<file path="config.mk">
export PLATFORM = sky130hd
export DESIGN_NAME = status_message_tx_flat
export DESIGN_NICKNAME = d
export VERILOG_FILES = /design/src/rtl/status_message_tx_if.sv /design/src/rtl/status_message_tx.sv /design/src/flat_wrapper.sv
export SDC_FILE = /design/constraint.sdc
export NUM_CORES = 1
export LEC_CHECK = 0
export CAP_MARGIN = 20
export CORE_UTILIZATION = 59
export CTS_CLUSTER_DIAMETER = 150
export DETAILED_ROUTE_END_ITERATION = 12
export PLACE_DENSITY = 0.85
export SLEW_MARGIN = 0
export SYNTH_ARGS = -nofsm -noshare
export SYNTH_HDL_FRONTEND = slang
export SYNTH_SLANG_ARGS = --single-unit
</file>
<file path="constraint.sdc">
create_clock -name clk -period 3.5 [get_ports clk]
set_input_delay 0.35 -clock clk [delete_from_list [all_inputs] [get_ports clk]]
set_output_delay 0.35 -clock clk [all_outputs]
set_load 0.01 [all_outputs]
</file>
<file path="src/rtl/status_message_tx_if.sv">
// Byte stream handshake from the status formatter to the UART transmitter.
// The master drives data and valid. The slave drives ready.
interface status_message_tx_if;
    logic [7:0] tx_data;
    logic       tx_valid;
    logic       tx_ready;

    modport master (
        output tx_data,
        output tx_valid,
        input  tx_ready
    );

    modport slave (
        input  tx_data,
        input  tx_valid,
        output tx_ready
    );
endinterface

</file>
<file path="src/rtl/status_message_tx.sv">
// Sends "BT: 0xHHHH\n" / "SW: 0xHHHH\n" whenever switch or button state
// changes, after reset, and on an optional periodic refresh.
module status_message_tx #(
    parameter int SWITCH_COUNT   = 16,
    parameter int BUTTON_COUNT   = 5,
    parameter int REFRESH_CYCLES = 0
) (
    input  logic                    clk,
    input  logic                    reset_n,
    input  logic                    ena,
    input  logic [SWITCH_COUNT-1:0] switch_in,
    input  logic [BUTTON_COUNT-1:0] button_in,
    status_message_tx_if.master     tx,
    output logic                    busy
);

    localparam int CW = (REFRESH_CYCLES > 1) ? $clog2(REFRESH_CYCLES) : 1;

    typedef enum logic {IDLE, SEND} state_t;

    state_t                  state_q, state_d;
    logic [SWITCH_COUNT-1:0] sw_last_q, sw_last_d;
    logic [BUTTON_COUNT-1:0] bt_last_q, bt_last_d;
    logic                    sw_pend_q, sw_pend_d;
    logic                    bt_pend_q, bt_pend_d;
    logic [15:0]             snap_q, snap_d;
    logic                    sel_q, sel_d;
    logic [3:0]              idx_q, idx_d;
    logic [CW-1:0]           ref_cnt_q, ref_cnt_d;
    logic                    refresh_tc;
    logic [7:0]              tx_byte;

    function automatic logic [7:0] hex(input logic [3:0] n);
        return (n < 4'd10) ? 8'h30 + {4'h0, n} : 8'h37 + {4'h0, n};
    endfunction

    always_comb begin
        state_d    = state_q;
        sw_last_d  = sw_last_q;
        bt_last_d  = bt_last_q;
        snap_d     = snap_q;
        sel_d      = sel_q;
        idx_d      = idx_q;
        ref_cnt_d  = '0;
        refresh_tc = 1'b0;

        if (REFRESH_CYCLES != 0 && ena) begin
            if (ref_cnt_q == CW'(REFRESH_CYCLES - 1))
                refresh_tc = 1'b1;
            else
                ref_cnt_d = ref_cnt_q + 1'b1;
        end

        // Compare against the last value sent, so mid-message edits re-arm.
        sw_pend_d = sw_pend_q | (switch_in != sw_last_q) | refresh_tc;
        bt_pend_d = bt_pend_q | (button_in != bt_last_q) | refresh_tc;

        unique case (state_q)
            IDLE: begin
                if (ena && bt_pend_q) begin
                    sel_d     = 1'b1;
                    snap_d    = 16'(button_in);
                    bt_last_d = button_in;
                    bt_pend_d = 1'b0;
                    idx_d     = 4'd0;
                    state_d   = SEND;
                end else if (ena && sw_pend_q) begin
                    sel_d     = 1'b0;
                    snap_d    = 16'(switch_in);
                    sw_last_d = switch_in;
                    sw_pend_d = 1'b0;
                    idx_d     = 4'd0;
                    state_d   = SEND;
                end
            end
            SEND: begin
                if (tx.tx_ready) begin
                    if (idx_q == 4'd10) begin
                        idx_d   = 4'd0;
                        state_d = IDLE;
                    end else begin
                        idx_d = idx_q + 4'd1;
                    end
                end
            end
        endcase
    end

    always_comb begin
        tx_byte = 8'h00;
        if (state_q == SEND) begin
            unique case (idx_q)
                4'd0:    tx_byte = sel_q ? 8'h42 : 8'h53;
                4'd1:    tx_byte = sel_q ? 8'h54 : 8'h57;
                4'd2:    tx_byte = 8'h3A;
                4'd3:    tx_byte = 8'h20;
                4'd4:    tx_byte = 8'h30;
                4'd5:    tx_byte = 8'h78;
                4'd6:    tx_byte = hex(snap_q[15:12]);
                4'd7:    tx_byte = hex(snap_q[11:8]);
                4'd8:    tx_byte = hex(snap_q[7:4]);
                4'd9:    tx_byte = hex(snap_q[3:0]);
                4'd10:   tx_byte = 8'h0A;
                default: tx_byte = 8'h00;
            endcase
        end
    end

    assign tx.tx_data  = tx_byte;
    assign tx.tx_valid = (state_q == SEND);
    assign busy        = (state_q == SEND);

    always_ff @(posedge clk) begin
        if (!reset_n) begin
            state_q   <= IDLE;
            sw_last_q <= '0;
            bt_last_q <= '0;
            sw_pend_q <= 1'b1;
            bt_pend_q <= 1'b1;
            snap_q    <= '0;
            sel_q     <= 1'b0;
            idx_q     <= 4'd0;
            ref_cnt_q <= '0;
        end else begin
            state_q   <= state_d;
            sw_last_q <= sw_last_d;
            bt_last_q <= bt_last_d;
            sw_pend_q <= sw_pend_d;
            bt_pend_q <= bt_pend_d;
            snap_q    <= snap_d;
            sel_q     <= sel_d;
            idx_q     <= idx_d;
            ref_cnt_q <= ref_cnt_d;
        end
    end

endmodule
</file>
<file path="src/flat_wrapper.sv">
// flat-port wrapper written by rule: the top's interface ports become plain ports
module status_message_tx_flat 
#(
    parameter int SWITCH_COUNT   = 16,
    parameter int BUTTON_COUNT   = 5,
    parameter int REFRESH_CYCLES = 0
)
  (clk, reset_n, ena, switch_in, button_in, busy, tx_tx_data, tx_tx_valid, tx_tx_ready);
  status_message_tx_if tx_i ();
  input  logic clk;
  input  logic reset_n;
  input  logic ena;
  input  logic [SWITCH_COUNT-1:0] switch_in;
  input  logic [BUTTON_COUNT-1:0] button_in;
  output logic busy;
  output wire logic [$bits(tx_i.tx_data)-1:0] tx_tx_data;
  output wire logic [$bits(tx_i.tx_valid)-1:0] tx_tx_valid;
  input wire logic [$bits(tx_i.tx_ready)-1:0] tx_tx_ready;
  assign tx_tx_data = tx_i.tx_data;
  assign tx_tx_valid = tx_i.tx_valid;
  assign tx_i.tx_ready = tx_tx_ready;
  status_message_tx #(.SWITCH_COUNT(SWITCH_COUNT), .BUTTON_COUNT(BUTTON_COUNT), .REFRESH_CYCLES(REFRESH_CYCLES)) u_core (.clk(clk), .reset_n(reset_n), .ena(ena), .switch_in(switch_in), .button_in(button_in), .tx(tx_i), .busy(busy));
endmodule
</file>
==> results of run 1 <==
[routing by layer]
metal	wire length [um]	GRT usage [%]	vias up	share of wire, %
met1	2870	33.6	1133	47
met4	99	9.30	0	1.6
li1	-	-	1244	-
met3	231	4.82	12	3.7
met2	2970	44.2	69	48
met5	0	0	-	0
[logic make-up (layout without fill, tap and decap cells)]
family | Yosys count | count (layout) | share of synthesized area (%)
simple gates | 129 | 129 | 22.3
compound gates | 102 | 102 | 26.1
flops | 45 | 45 | 33.9
buf+inv | 33 | 55 | 6.03
xor+xnor | 26 | 26 | 8.57
fa+ha+maj | 4 | 4 | 1.88
mux | 3 | 3 | 1.13
other cells | 1 | 1 | 0.141
[layout by cell type (no fill, tap or decap), types with 4 or more instances in the layout]
| cell | synthesis | routed |
|---|---|---|
| sky130_fd_sc_hd__a31oi_1 | 6 | 6 |
| sky130_fd_sc_hd__nor2b_1 | 5 | 5 |
| sky130_fd_sc_hd__a21boi_1 | 10 | 10 |
| sky130_fd_sc_hd__xnor2_1 | 20 | 20 |
| sky130_fd_sc_hd__o21ai_0 | 15 | 15 |
| sky130_fd_sc_hd__a21oi_1 | 19 | 19 |
| sky130_fd_sc_hd__o211a_1 | 5 | 5 |
| sky130_fd_sc_hd__inv_1 | 11 | 11 |
| sky130_fd_sc_hd__ha_1 | 4 | 4 |
| sky130_fd_sc_hd__dfxtp_1 | 45 | 45 |
| sky130_fd_sc_hd__a21boi_0 | 26 | 26 |
| sky130_fd_sc_hd__nand2_1 | 74 | 74 |
| sky130_fd_sc_hd__clkbuf_8 | 0 | 5 |
| sky130_fd_sc_hd__nand3_1 | 23 | 23 |
| sky130_fd_sc_hd__clkdlybuf4s50_1 | 0 | 33 |
| sky130_fd_sc_hd__nand4_1 | 5 | 5 |
| sky130_fd_sc_hd__nor2_1 | 8 | 8 |
| sky130_fd_sc_hd__xor2_1 | 6 | 6 |
[power groups by stage]
stage / registers (W) / logic (W) / clock network, W
5_1_grt: 0.000563 / 0.000189 / 0.000337
3_3_place_gp: 0.000569 / 0.000168 / 0
3_5_place_dp: 0.000571 / 0.000171 / 0
6_report: 0.000559 / 0.000172 / 0.000312
2_1_floorplan: 0.000558 / 0.000114 / 0
4_1_cts: 0.000558 / 0.000172 / 0.000316
[registers in the layout, indices dropped and copies added (netlist names)]
| signal | count |
|---|---|
| u_core.snap_q | 16 |
| u_core.bt_last_q | 5 |
| u_core.busy | 1 |
| u_core.sw_pend_q | 1 |
| u_core.idx_q | 4 |
| u_core.sel_q | 1 |
| u_core.sw_last_q | 16 |
| u_core.bt_pend_q | 1 |
[worst max-delay path by stage]
stage	end	slack, ns
floorplan	tx_tx_data[1]	1.76
global placement	tx_tx_data[4]	0.99
detailed placement	tx_tx_data[4]	0.95
CTS	tx_tx_data[4]	0.62
global route	tx_tx_data[1]	0.43
finish	tx_tx_data[4]	0.58
[synth_stat cells (2+ instances only)]
cell and n:
sky130_fd_sc_hd__a211oi_1 2, sky130_fd_sc_hd__dfxtp_1 45, sky130_fd_sc_hd__buf_2 5, sky130_fd_sc_hd__clkbuf_1 10
sky130_fd_sc_hd__mux2i_1 3, sky130_fd_sc_hd__xor2_1 6, sky130_fd_sc_hd__a31oi_1 6, sky130_fd_sc_hd__a21boi_0 26
sky130_fd_sc_hd__buf_4 4, sky130_fd_sc_hd__nand3_1 23, sky130_fd_sc_hd__nor2b_1 5, sky130_fd_sc_hd__ha_1 4
sky130_fd_sc_hd__xnor2_1 20, sky130_fd_sc_hd__buf_6 2, sky130_fd_sc_hd__inv_1 11, sky130_fd_sc_hd__o211ai_1 2
sky130_fd_sc_hd__nor2_1 8, sky130_fd_sc_hd__a211o_1 2, sky130_fd_sc_hd__o21ai_0 15, sky130_fd_sc_hd__a21o_1 2
sky130_fd_sc_hd__nand2_1 74, sky130_fd_sc_hd__o22ai_1 2, sky130_fd_sc_hd__o211a_1 5, sky130_fd_sc_hd__a21oi_1 19
sky130_fd_sc_hd__a21boi_1 10, sky130_fd_sc_hd__nor4_1 3, sky130_fd_sc_hd__nand4_1 5, sky130_fd_sc_hd__and4b_1 2
[worst register-to-register path, cell delays in order, from the launching register on]
cell and delay [ns]:
sky130_fd_sc_hd__dfxtp_1 0.42, sky130_fd_sc_hd__nor2b_1 0.54, sky130_fd_sc_hd__nand2_2 0.16, sky130_fd_sc_hd__nor2_4 0.36
sky130_fd_sc_hd__nand2_1 0.17, sky130_fd_sc_hd__a21boi_0 0.21
[cell type report]
class	count	area [um^2]
Clock buffer	6	72.6
Clock inverter	2	10.0
Fill cell	366	1320
Inverter	12	45.0
Multi-Input combinational cell	265	1600
Sequential cell	45	901
Tap cell	52	65.1
Timing Repair Buffer	35	345
[through the flow]
step                      area [um^2]  hold WS, ns  utilization (%)  worst slack, ns  power [W]
final                            3040        0.470             69.7            0.577    0.00104
after global routing             3040        0.487             69.7            0.429    0.00109
after CTS                        3040        0.470             69.7            0.622    0.00105
after detailed placement         2950        0.459             67.8            0.949   0.000741
after global placement           2950        0.453             67.8            0.990   0.000737
after floorplan                  2660        0.447                -             1.76   0.000672
==> run summary, run 1 <==
The clock arrives with 0.00760 ns of skew. In this run the biggest area consumer among cell types represents 33.9% of the synthesized area. The hold path depth came out at 2.

Dividing the detail-routed wire length by the instance count gives 14.8 um. The tools report the arrival time of the worst setup path as 2.57 ns. For the worst-skew pair, the clock arrives at the later sink with an insertion delay of 0.30 ns. The worst register-to-register path has a depth of 5. The final setup violation count was 0; the count of unresolved DRC violations after routing was 0.

The number of max-slew violations in the final report is 0, and the register share of total power is 53.6%. The cell count after synthesis came out at 343. In this run the critical register-to-register path is launched from u_core.busy. For the HPWL reported at the end of detailed placement, the log shows 4540 um. TritonCTS built the clock tree. Counting flops with an async set or reset pin after synthesis yields a share of 0%. The average instance in the mapped netlist occupies 7.75 um^2.

The longest individual stage delay on the worst path is 0.74 ns, and the combined area of all synthesized cells is 0.00266 mm^2. Tightest slew margin relative to the limit: 57.3%. For this block, the routed nets add up to 6170 um of wire. Counting buffers and inverters, the worst setup path is 4 cells deep. For the die area, the log shows 0.00478 mm^2. STA classifies the critical path startpoint as a register. Cell accounting for the most synthesized area: sky130_fd_sc_hd__dfxtp_1.

After clock tree synthesis, the clock-pin slew on the worst setup and hold paths is 0.08 ns. The number of nets in the final layout was 393. The share of power burned in combinational logic is 16.5%, and the global-route wire length before repair is 10100 um. The portion of the clock cycle consumed by the worst path in the final layout works out to 83.5%. The synthesized design contains 0 enable-type register cells. The most instantiated flip-flop cell in the synthesis netlist is sky130_fd_sc_hd__dfxtp_1. The tools report the start point of the critical path as u_core.idx_q[0]. The clock period minus worst slack was 2.92 ns.

The logs give 372 for the post-synthesis net count and 5 for the number of buffers created by CTS. The number of global-route vias before repair is 2213, and the count of clock tree sinks is 45. The number of distinct library cells after synthesis is 50. The tools report the capturing element type of the critical path as a primary output.

The share of post-route cells with drive strength above 1 is 3.29%, and the number of antenna violations at the first check in global routing is 0. The worst hold path belongs to the class register to register. The max-cap violation count came out at 0.

The worst reg2reg path endpoint is u_core.snap_q[5]. Leaving out filler cells and counting taps, the final layout contains 417. Measured along the x axis, the die boundary spans 69.1 um.

Cell internal power was estimated by the tool at 0.000756 W. The H-tree was split into 2 levels. The total power density per cell area came out at 344 mW/mm^2.

The number of antenna diodes in the final layout is 0. During I/O placement, the number of pins put on the boundary was 35. The run finished with clean final reports.

Traced cell by cell, the critical path runs through inv_2 > or4b_1 > o311ai_0 > clkdlybuf4s50_1. For the post-route antenna net violation count, the log shows 0. At the end of routability-driven placement, the weighted congestion stood at 0.929. During synthesis, Yosys emitted a total of 0 warnings. Maximum number of pins on one net before global-route repair: 30. The die is 69.1 um tall. Broken down by cell family, the worst path's largest delay share belongs to buffers and inverters.

The first-pass iteration count of the detailed router is 4. The maximum fanout along the worst path came out at 19. The transition time at the pin with the least slew margin works out to 0.639 ns. Setup repair after global routing left no endpoint under its margin. CTS placed an instance of sky130_fd_sc_hd__clkbuf_8 at the clock tree root.

Net switching is 27.5% of the power. The worst ir drop on vdd came out at 0.000436 V. In this run the register-to-register setup slack is 1.56 ns.

The initial utilization of the core area, before any placement, comes to 61.0%. The setup path with the least slack is of type register to primary output. The setup total negative slack is 0 ns, and the number of buffer and inverter instances along the worst setup path is 2. In the global route stage, overall resource usage came out at 26.3%. For this design the static power due to leakage is 1.06 nW. The logs give 0 for the buffer count from post-CTS setup fixing and 2 for the clock tree buffer depth. After synthesis, flip-flops and latches occupy 33.9% of the total area.

The switching power total was 0.000286 W. The routed layout has 2458 vias. The violation count after the first detailed-route iteration was 216. For this run the aggregate overflow at the end of global routing stands at 0.

The slowest cell on the critical path was sky130_fd_sc_hd__dfxtp_1. The total of buffers placed on input and output ports was 33. By area the synthesized netlist is led by sky130_fd_sc_hd__dfxtp_1 34%, sky130_fd_sc_hd__nand2_1 10%, sky130_fd_sc_hd__a21boi_0 7.3%. Counting tap cells, the placed design contains a total of 409 instances. In this run, synthesis produced a sequential element count of 45. The area growth from synthesis to layout is 14.2%. The logs give 24 for the count of standard-cell rows and 3.15 ns for the required arrival time at the worst endpoint. In this run the most critical hold path is launched from u_core.sw_last_q[4]. The number of hold buffers added after CTS is 0. Static timing analysis puts the maximum clock frequency at 342 MHz. The clock network is responsible for 29.9% of the overall power. The post-detailed-route via-to-cell ratio is 5.89, and the hold violation total from the final report is 0. Gates resized during post-CTS repair numbered 0. The worst hold path terminates at u_core.sw_last_q[4]. The region available for standard cell placement spans 0.00435 mm^2.
(Power assumes the default switching activity.)
==> run 2: changes to the inputs <==
--- a/config.mk
+++ b/config.mk
@@ -6,10 +6,10 @@
 export NUM_CORES = 1
 export LEC_CHECK = 0
 export CAP_MARGIN = 20
-export CORE_UTILIZATION = 59
+export CORE_UTILIZATION = 50
 export CTS_CLUSTER_DIAMETER = 150
 export DETAILED_ROUTE_END_ITERATION = 12
-export PLACE_DENSITY = 0.85
+export PLACE_DENSITY = 0.76
 export SLEW_MARGIN = 0
 export SYNTH_ARGS = -nofsm -noshare
 export SYNTH_HDL_FRONTEND = slang
==> constraint.sdc (replaced) <==
create_clock -name clk -period 2.62 [get_ports clk]
set_input_delay 0.262 -clock clk [delete_from_list [all_inputs] [get_ports clk]]
set_output_delay 0.262 -clock clk [all_outputs]
set_load 0.01 [all_outputs]
==> run summary, run 2 (synthesized netlist as in run 1, its figures left out) <==
The post-detailed-route via-to-cell ratio was 5.62 (-4.7%). The register share of total power was 53.2% (-0.4 points). The path category of the worst min-delay check was register to register. Post-route met1 wirelength: 2790 um (-2.8%). The worst path in the final design needs a cycle of 2.45 ns, including I/O delays and setup. The area growth from synthesis to final layout was 17.7%; the required arrival time at the worst endpoint was 2.36 ns (-0.79 ns). The clock-pin slew reported for the worst setup and hold paths after clock tree synthesis was 0.08 ns (about the same). STA classifies the critical path startpoint as a register. The clock tree buffer depth is 2 (unchanged). Leaving out fill and tap cells, the most frequent cells in the layout are 74 x sky130_fd_sc_hd__nand2_1, 40 x sky130_fd_sc_hd__dfxtp_1, 31 x sky130_fd_sc_hd__clkdlybuf4s50_1, 26 x sky130_fd_sc_hd__a21boi_0, 23 x sky130_fd_sc_hd__nand3_1. The worst setup slack after placement was 0.254 ns (-0.695 ns).

The transition time at the pin with the least slew margin was 0.591 ns (-0.0489 ns); the post-route antenna net violation count was 0 (unchanged). For the buffer count from post-CTS setup fixing, the log shows 0 (unchanged). The largest registers in the layout are u_core.snap_q x16, u_core.sw_last_q x16, u_core.bt_last_q x5.

The run gives 409 MHz as the upper clock frequency limit. The flow ran to the end, and the final reports show no timing, DRC or antenna violations. Worst ir drop on vdd: 0.000356 V (-18%). The logs give 4 (unchanged) for the first-pass iteration count of the detailed router and 0.00511 mm^2 (+17%) for the area of the core. The insertion delay to the later sink of the worst-skew pair is 0.29 ns (about the same). For the starting density of the core, the log shows 52.0% (-9.0 points).

Depth of the worst register-to-register path: 6 (+1). The root buffer cell was sky130_fd_sc_hd__clkbuf_8. The critical path is of the register to primary output type. The number of vias in the routed layout is 2478 (+0.81%).

The run gives 33 (+10%) as the maximum number of pins on one net before global-route repair. The average wire per cell in the routed design was 13.8 um (-6.8%); the switching power total was 0.000376 W (+31%). The signal on the critical path passes through inv_1 > ha_1 > nor2b_1 > o21ai_0 > or4b_1 > o311ai_1 > clkdlybuf4s50_1. The area taken by flip-flops and latches came out at 912 um^2 (+1.3%). The hold violation total from the final report was 0 (unchanged); the worst-case clock skew was 0.00984 ns (+0.00224 ns).

The tools report the global-route wire length before repair as 10100 um (+0.35%). Routed signal wires occupy layers up through met4. The max-cap violation count is 0 (unchanged).

The logs give 0 (unchanged) for the number of max-slew violations in the final report and 0.903 (-2.8%) for the global placer's final weighted congestion. The aggregate global-route resource usage is 23.7% (-2.6 points), and the filler cell count is 476 (+30%). The share of power burned in combinational logic came out at 17.4% (+0.9 points). The post-cts resize count was 2 (+2); the switching fraction of total power was 27.0% (-0.43 points). The logs give 0.00102 W (+34%) for the cell internal power dissipation and 35 (unchanged) for the top-level I/O count. STA classifies the critical path endpoint as a primary output.

The total of buffers placed on input and output ports was 33 (unchanged). The number of global-route vias before repair was 2211 (-0.090%); the routed wire length was 6080 um (-1.5%). The count of standard-cell rows came out at 26 (+8.3%).

The logs give 0.00561 mm^2 (+17%) for the die area and 2.19 ns (-0.38 ns) for the arrival time of the worst setup path. The tightest slew margin relative to the limit came out at 60.6% (+3.3 points). The library cell used most frequently in the layout, excluding fill and tap cells, is sky130_fd_sc_hd__nand2_1.

The run gives 0 (unchanged) as the count of unresolved DRC violations after routing. TritonCTS built the clock tree. The tools report the count of clock tree sinks as 45 (unchanged). The logs give 2870 um (-3.3%) for the length of routed met2 wiring and 316 um (+37%) for the sum of met3 wire segment lengths after detailed routing.

Antenna diode instance count: 0 (unchanged). Setup total negative slack: 0 ns (unchanged). The logs give 179 (-17%) for the violation count after the first detailed-route iteration and 29.3% (-0.6 points) for the clock power share. The final setup slack of the worst path is 0.172 ns (-0.405 ns), and the total power density per cell area is 445 mW/mm^2 (+29%). The portion of the clock cycle consumed by the worst path in the final layout was 93.4%.

The largest individual stage delay along the critical path comes from the cell sky130_fd_sc_hd__clkdlybuf4s50_1. The number of buffers created by CTS was 5 (unchanged); the maximum fanout along the worst path was 7 (-12). The number of nets in the final layout is 399 (+1.5%). The floorplan die height is 74.9 um (+8.4%), and the horizontal die dimension is 74.9 um (+8.4%). The longest individual stage delay on the worst path was 0.58 ns (-0.16 ns); the HPWL reported at the end of detailed placement was 4550 um (+0.21%).

The share of post-route cells with drive strength above 1 is 6.74% (+3.5 points). The hold path depth was 2 (unchanged). The final setup violation count was 0 (unchanged).

The number of hold buffers added after CTS is 0 (unchanged). Setup repair after global routing left no endpoint under its margin. For the combined area of the multi-input logic cells, the log shows 0.00161 mm^2 (+0.55%). For the H-tree level count, the log shows 2 (unchanged). The leakage power summed over all cells is 1.12 nW (+6.0%). The sum of overflow across all layers after global routing is 0 (unchanged), and the number of antenna violations at the first check in global routing is 0 (unchanged).
[run 2: changes by cell type in the layout (fill, tap and decap cells not counted), moves of 2 or more]
cell / change
sky130_fd_sc_hd__clkdlybuf4s50_1: -2
sky130_fd_sc_hd__buf_4: +6
sky130_fd_sc_hd__o21ai_1: +2
sky130_fd_sc_hd__dfxtp_4: +2
sky130_fd_sc_hd__o21ai_0: -2
sky130_fd_sc_hd__dfxtp_1: -5
sky130_fd_sc_hd__dlymetal6s2s_1: +2
sky130_fd_sc_hd__dfxtp_2: +3
[run 2: final timing paths]
check / startpoint / endpoint / slack [ns]
hold reg to reg: u_core.sw_last_q[9] / u_core.sw_last_q[9] / 0.47
setup reg to reg: u_core.busy / u_core.sw_last_q[15] / 0.96
setup / recovery: u_core.snap_q[9] / tx_tx_data[4] / 0.17
hold / removal: u_core.sw_last_q[9] / u_core.sw_last_q[9] / 0.47
[run 2: area by class of cell]
class / instances / share of cell area (%)
repair buffers: 41 / 12.6
flip-flops and latches: 45 / 29.2
clock buffers: 6 / 2.32
multi-input cells: 265 / 51.3
clock inverters: 2 / 0.320
well taps: 70 / 2.80
inverters: 12 / 1.44
[run 2: worst max-delay path, delay by kind of cell, from the launching register on]
family	cells	cell delay, ns
compound gates	2	0.25
buf+inv	2	0.64
flops	1	0.36
simple gates	2	0.50
fa+ha+maj	1	0.15
[run 2: routing by layer]
metal,vias up,global-route usage [%]
met5,-,0
met4,0,7.76
met3,10,3.35
met2,74,37.4
met1,1138,33.5
li1,1256,-
[run 2: stage by stage]
step	hold slack [ns]	power (W)	cells	util, %	area (um^2)
floorplan	0.397	0.000898	343	-	2660
detailed placement	0.459	0.00100	433	59.1	3020
finish	0.467	0.00139	441	61.2	3130
CTS	0.470	0.00140	441	60.8	3110
global route	0.487	0.00146	441	61.2	3130
global placement	0.453	0.000996	433	59.1	3020
[run 2: power by group through the flow]
stage,logic (W),registers (W),clock network (W)
floorplan,0.000152,0.000745,0
global placement,0.000239,0.000757,0
detailed placement,0.000242,0.000758,0
CTS,0.000243,0.000742,0.000415
global route,0.000267,0.000746,0.000450
finish,0.000242,0.000741,0.000408
==> run 3: changes to the inputs <==
--- a/config.mk
+++ b/config.mk
@@ -9,6 +9,7 @@
 export CORE_UTILIZATION = 50
 export CTS_CLUSTER_DIAMETER = 150
 export DETAILED_ROUTE_END_ITERATION = 12
+export MAX_ROUTING_LAYER = met4
 export PLACE_DENSITY = 0.76
 export SLEW_MARGIN = 0
 export SYNTH_ARGS = -nofsm -noshare
==> constraint.sdc (replaced) <==
create_clock -name clk -period 2.62 [get_ports clk]
set_input_delay 0.262 -clock clk [delete_from_list [all_inputs] [get_ports clk]]
set_output_delay 0.262 -clock clk [all_outputs]
set_load 0.02 [all_outputs]
==> run summary, run 3 (synthesized netlist as in run 1, its figures left out) <==
The flow ran to the end, and the final reports show no timing, DRC or antenna violations. For the required arrival time at the worst endpoint, the log shows 2.36 ns (about the same). The most common cell after layout, fill and taps aside is sky130_fd_sc_hd__nand2_1. The tools report the number of vias in the routed layout as 2450 (-1.1%).

The total of buffers placed on input and output ports is 33 (unchanged), and the routed wire length is 6370 um (+4.8%). The share of power burned in combinational logic was 15.6% (-1.8 points). The starting density of the core came out at 52.0% (unchanged). The longest individual stage delay on the worst path works out to 0.63 ns (+0.05 ns).

Global-route wire length before repair: 10400 um (+2.4%). The gate family responsible for the most delay along the worst path is buffers and inverters. The register-to-register path setup slack came out at 0.98 ns (+0.02 ns). The portion of the clock cycle consumed by the worst path in the final layout works out to 94.3% (+0.92 points). The capturing element type of the critical path is a primary output. The number of max-slew violations in the final report was 0 (unchanged). The startpoint class of the critical path is a register. The logs give 26 (unchanged) for the count of standard-cell rows and 45 (unchanged) for the count of clock tree sinks.

Cell internal power dissipation: 0.00121 W (+19%). TritonCTS built the clock tree. The run gives 0 (unchanged) as the count of unresolved DRC violations after routing. The clock tree buffer depth is 2 (unchanged), and the floorplan die height is 74.9 um (unchanged).

The clock period minus worst slack came out at 2.47 ns (+0.0241 ns). The maximum fanout along the worst path works out to 16 (+9). For the upper clock frequency limit, the log shows 405 MHz (-0.98%).

The switching power total is 0.000390 W (+3.7%), and the worst ir drop on vdd is 0.000514 V (+44%). In the layout the commonest cells are 74 x sky130_fd_sc_hd__nand2_1, 43 x sky130_fd_sc_hd__dfxtp_1, 29 x sky130_fd_sc_hd__clkdlybuf4s50_1, 26 x sky130_fd_sc_hd__a21boi_0, 23 x sky130_fd_sc_hd__nand3_1. Insertion delay to the later sink of the worst-skew pair: 0.29 ns (about the same). The slowest cell on the critical path was sky130_fd_sc_hd__clkdlybuf4s50_1. The switching fraction of total power was 24.4% (-2.6 points); the area of the core was 0.00511 mm^2 (unchanged). The transition time at the pin with the least slew margin was 0.565 ns (-0.0257 ns); the area growth from synthesis to final layout was 19.3%.

The post-detailed-route via-to-cell ratio works out to 5.54 (-1.4%). The tools report the number of global-route vias before repair as 2191 (-0.90%). The tools report the number of buffers created by CTS as 5 (unchanged). The tools report the worst-case clock skew as 0.00551 ns (-0.00433 ns).

Final setup violation count: 0 (unchanged). The logs give 0.914 (+1.1%) for the global placer's final weighted congestion and 0 (unchanged) for the number of antenna violations at the first check in global routing. The tools report the number of nets in the final layout as 400 (+0.25%). The horizontal die dimension came out at 74.9 um (unchanged).

The logs give 0 (unchanged) for the antenna diode instance count and 230 (+28%) for the violation count after the first detailed-route iteration. The end-of-flow core utilization was 62.1% (+0.83 points). Setup repair after global routing left no endpoint under its margin. Root buffer cell: sky130_fd_sc_hd__clkbuf_8. The setup total negative slack is 0 ns (unchanged), and the clock-pin slew reported for the worst setup and hold paths after clock tree synthesis is 0.09 ns (about the same). The post-route antenna net violation count was 0 (unchanged). The share of post-route cells with drive strength above 1 was 6.45% (-0.29 points). HPWL reported at the end of detailed placement: 4760 um (+4.6%).

The path category of the worst min-delay check was register to register. The logs give 0.154 ns (-0.0999 ns) for the worst setup slack after placement and 25 (-24%) for the maximum number of pins on one net before global-route repair. The H-tree level count was 2 (unchanged). Final setup slack of the worst path: 0.148 ns (-0.0241 ns). The tightest slew margin relative to the limit was 62.3% (+1.7 points); the hold violation total from the final report was 0 (unchanged). Die area: 0.00561 mm^2 (unchanged). Walking the worst path, the cells encountered are nor2_2 > nand2_1 > nor2_1 > a32oi_1 > a31oi_1 > clkdlybuf4s50_1. Number of buffer and inverter instances along the worst setup path: 1 (-1). By startpoint and endpoint, the worst setup path is classified as register to primary output. The tools report the register share of total power as 46.4% (-6.8 points).

The tools report the first-pass iteration count of the detailed router as 5 (+1). In the final layout, the registers with the most flip-flops are u_core.snap_q x16, u_core.sw_last_q x16, u_core.bt_last_q x5. The top-level I/O count was 35 (unchanged); the buffer count from post-CTS setup fixing was 0 (unchanged). The logs give 38.0% (+8.7 points) for the clock power share and 2.21 ns (+0.02 ns) for the arrival time of the worst setup path. Total power density per cell area: 504 mW/mm^2 (+13%). The sum of overflow across all layers after global routing came out at 0 (unchanged). The average wire per cell in the routed design came out at 14.4 um (+4.5%). The number of hold buffers added after CTS came out at 0 (unchanged). The aggregate global-route resource usage is 25.1% (+1.3 points), and the leakage power summed over all cells is 1.14 nW (+2.1%). The tools report the max-cap violation count as 0 (unchanged).
-- run 3: per-layer routing --
metal | share of wire (%) | GRT usage, % | vias to the layer above
met2 | 49 | 40.0 | 56
li1 | - | - | 1256
met1 | 47 | 33.7 | 1136
met4 | 0.35 | 5.03 | 0
met5 | 0 | - | -
met3 | 3.8 | 3.88 | 2
-- run 3: worst register-to-register path, delay by kind of cell, from the launching register on --
family,cells,cell delay [ns]
buf+inv,1,0.16
flops,1,0.32
compound gates,1,0.17
simple gates,4,0.92
-- run 3: worst paths after layout --
check | depth (start not counted) | start | endpoint
max | 6 | u_core.idx_q[1] | tx_tx_data[3]
min | 2 | u_core.sw_last_q[9] | u_core.sw_last_q[9]
max reg2reg | 6 | u_core.busy | u_core.snap_q[14]
min reg2reg | 2 | u_core.sw_last_q[9] | u_core.sw_last_q[9]
-- run 3: power by group through the flow --
stage | combinational, W | sequential (W) | clock, W
2_1_floorplan | 0.000159 | 0.000746 | 0
3_3_place_gp | 0.000248 | 0.000756 | 0
3_5_place_dp | 0.000251 | 0.000757 | 0
4_1_cts | 0.000250 | 0.000741 | 0.000616
5_1_grt | 0.000275 | 0.000746 | 0.000640
6_report | 0.000250 | 0.000742 | 0.000607
-- run 3: cell type report --
type / count / area [um^2]
Fill cell: 479 / 1940
Multi-Input combinational cell: 265 / 1600
Sequential cell: 45 / 903
Timing Repair Buffer: 42 / 397
Tap cell: 70 / 87.6
Clock buffer: 5 / 68.8
Clock inverter: 3 / 65.1
Inverter: 12 / 45.0
-- run 3: repair_timing --
action                                  CTS  global route
endpoints found under the setup margin    5             3
pin swaps                                 0             0
resized for setup                         5             3
-- run 3: per-stage QoR --
step,instances,hold WS [ns],power [W],cell area [um^2]
3_5_place_dp,434,0.459,0.00101,3030
2_1_floorplan,343,0.397,0.000905,2660
3_3_place_gp,434,0.453,0.00100,3030
4_1_cts,442,0.471,0.00161,3160
5_1_grt,442,0.488,0.00166,3170
6_report,442,0.468,0.00160,3170
==> RTL edit (flow settings as in run 1) <==
`BUTTON_COUNT` is set to 5 in 2 places; all go to 6.
--- a/src/rtl/status_message_tx.sv
+++ b/src/rtl/status_message_tx.sv
@@ -2,7 +2,7 @@
 // changes, after reset, and on an optional periodic refresh.
 module status_message_tx #(
     parameter int SWITCH_COUNT   = 16,
-    parameter int BUTTON_COUNT   = 5,
+    parameter int BUTTON_COUNT   = 6,
     parameter int REFRESH_CYCLES = 0
 ) (
     input  logic                    clk,
--- a/src/flat_wrapper.sv
+++ b/src/flat_wrapper.sv
@@ -2,7 +2,7 @@
 module status_message_tx_flat 
 #(
     parameter int SWITCH_COUNT   = 16,
-    parameter int BUTTON_COUNT   = 5,
+    parameter int BUTTON_COUNT   = 6,
     parameter int REFRESH_CYCLES = 0
 )
   (clk, reset_n, ena, switch_in, button_in, busy, tx_tx_data, tx_tx_valid, tx_tx_ready);
Interface: changed (resized button_in); port bits go from 35 to 36. The function was not compared with the original's and may differ.
==> RTL edit against run 1 <==
- power up 18%
- setup slack better by 42 ps
- area after synthesis up 0.14%
- routed wire length down 2.1%
- final area up 2.0%
- first-iteration DRC count up 10%
- non-clock buffer count down 1
- sequential cell count up 1
- cell count down 0.72%
- synthesized cell count down 1.2%
- critical endpoint is now tx_tx_data[1]
==> RTL edit: results (changes against run 1) <==
\begin{tabular}{lr}
\hline
Metric & Value \\
\hline
\multicolumn{2}{l}{\textbf{Worst setup path}} \\
\quad Termination of the worst setup path & tx\_tx\_data[1] \\
\quad Critical path startpoint & u\_core.idx\_q[0] \\
\quad Max FO, Critical Path & 20 (+1) \\
\quad Depth of the most critical reg-to-reg path & 4 (-1) \\
\quad Critical Path Max Stage Delay & 720 ps (-20 ps) \\
\quad Worst flop-to-flop path endpoint & u\_core.snap\_q[15] \\
\multicolumn{2}{l}{\textbf{Synth}} \\
\quad Mux contribution to synthesized area & 3.06\% (+1.9 points) \\
\quad Adder and majority cell fraction of the synthesized area & 1.88\% (-0.0027 points) \\
\quad Seq/Total Area, Yosys & 34.6\% (+0.70 points) \\
\quad Post-synthesis xor/xnor area fraction & 8.56\% (-0.012 points) \\
\quad Largest cells by area after synthesis & dfxtp\_1 (35\%), nand2\_1 (9.0\%), a21oi\_1 (7.9\%) \\
\quad Compound-gate portion of the synthesized area & 22.0\% (-4.1 points) \\
\quad Gate count of the mapped netlist & 339 (-1.2\%) \\
\quad Distinct cells, synth & 59 (+18\%) \\
\quad Most instantiated cells after synthesis & nand2\_1 (64), dfxtp\_1 (46), a21oi\_1 (42) \\
\quad Total nets after synthesis & 369 (-0.81\%) \\
\multicolumn{2}{l}{\textbf{Power}} \\
\quad Worst vdd ir & 0.000335 V (-23\%) \\
\quad Total leakage power & 0.00106 uW (+0.55\%) \\
\multicolumn{2}{l}{\textbf{Placement}} \\
\quad Placed wire-length estimate after detailed placement & 4.33 mm (-4.6\%) \\
\quad Count of input and output buffers & 34 (+3.0\%) \\
\quad Placed cell area & 0.00295 sq mm (about the same) \\
\quad Cell count after placement & 406 (-0.73\%) \\
\quad Final weighted congestion in routability-driven placement & 0.867 (-6.7\%) \\
\quad Post-place setup slack & 1020 ps (+66.6 ps) \\
\multicolumn{2}{l}{\textbf{Layout}} \\
\quad Registers with the most flip-flops & u\_core.snap\_q (16), u\_core.sw\_last\_q (16), u\_core.bt\_last\_q (6) \\
\quad ANT cells & 0 (unchanged) \\
\quad Filler Cell Count & 325 (-11\%) \\
\quad Final layout net count & 391 (-0.51\%) \\
\multicolumn{2}{l}{\textbf{Global routing}} \\
\quad Global-route usage over all layers & 26.3\% (-0.057 points) \\
\quad Maximum number of pins on one net before global-route repair & 46 (+53\%) \\
\quad Wire length of the first global-routing pass & 10.2 mm (+1.6\%) \\
\quad Vias in the first global route & 2183 (-1.4\%) \\
\multicolumn{2}{l}{\textbf{Route}} \\
\quad Routed vias/inst & 5.90 (+0.15\%) \\
\quad Starting DRC count in detailed routing & 238 (+10\%) \\
\quad Overall via count from detail\_route & 2444 (-0.57\%) \\
\quad Final WL & 6.04 mm (-2.1\%) \\
\multicolumn{2}{l}{\textbf{STA}} \\
\quad Tightest Pin Transition & 709 ps (+69.1 ps) \\
\quad Slack of the critical path & 619 ps (+41.6 ps) \\
\multicolumn{2}{l}{\textbf{Outcome}} \\
\quad Run status & complete, no violations \\
\hline
\end{tabular}
-- RTL edit: cell count changes in the layout (fill, tap and decap cells not counted), moves of 6 or more --
cell      before  now
nand3_1       23    9
a21boi_0      26    2
a21oi_1       19   42
a311oi_1       0    6
nor2_1         8   20
a21boi_1      10    0
nand2_1       74   64
-- RTL edit: worst min path at each step --
stage                                     from              endpoint  slack, ps  depth (start not counted)
after floorplan                        reset_n      u_core.bt_pend_q        410                          1
after global placement    u_core.sw_last_q[11]  u_core.sw_last_q[11]        450                          2
after detailed placement   u_core.sw_last_q[2]   u_core.sw_last_q[2]        460                          2
after CTS                  u_core.sw_last_q[2]   u_core.sw_last_q[2]        470                          2
after global routing       u_core.sw_last_q[1]   u_core.sw_last_q[1]        490                          2
final                     u_core.sw_last_q[10]  u_core.sw_last_q[10]        470                          2
-- RTL edit: final cells by class --
cell class	count	area, sq um	share of cell area (%)
inverters	13	48.8	1.58
clock inverters	2	60.1	1.94
clock buffers	6	82.6	2.67
repair buffers	34	340	11.0
multi-input cells	261	1580	51.0
well taps	52	65.1	2.10
flip-flops and latches	46	921	29.7
-- RTL edit: logic make-up after synthesis --
kind of cell	after synthesis
buffers and inverters	32
other	1
muxes	8
adders and majority gates	4
xor gates and xnor gates	26
DFF	46
and+or+nand+nor	130
AOI/OAI and AO/OA	92
-- RTL edit: routing by layer --
| layer | share of wire (%) | track usage (%) | vias to the layer above | wire length (microns) |
|---|---|---|---|---|
| met3 | 4.5 | 4.82 | 8 | 269 |
| met5 | 0 | 0 | - | 0 |
| met4 | 1.4 | 8.84 | 0 | 82 |
| met1 | 47 | 36.5 | 1128 | 2830 |
| li1 | - | - | 1233 | - |
| met2 | 47 | 41.0 | 75 | 2860 |
-- RTL edit: power breakdown --
group / total [uW] / switching, uW / leakage (uW) / internal (uW)
registers: 572 / 27.6 / 0.000375 / 544
logic: 176 / 89.0 / 0.000617 / 87.2
clock network: 478 / 174 / 0.0000714 / 304
-- RTL edit: worst max-delay path, delay by kind of cell (launching register included) --
kind                   cells  cell delay (ps)
AOI/OAI and AO/OA          3              760
buffers and inverters      2              750
DFF                        1              720
-- RTL edit: stage by stage --
stage | util [%] | hold slack (ps)
after floorplan | - | 412
after global placement | 67.8 | 454
after detailed placement | 67.8 | 462
after CTS | 71.1 | 473
after global routing | 71.1 | 495
final | 71.1 | 473
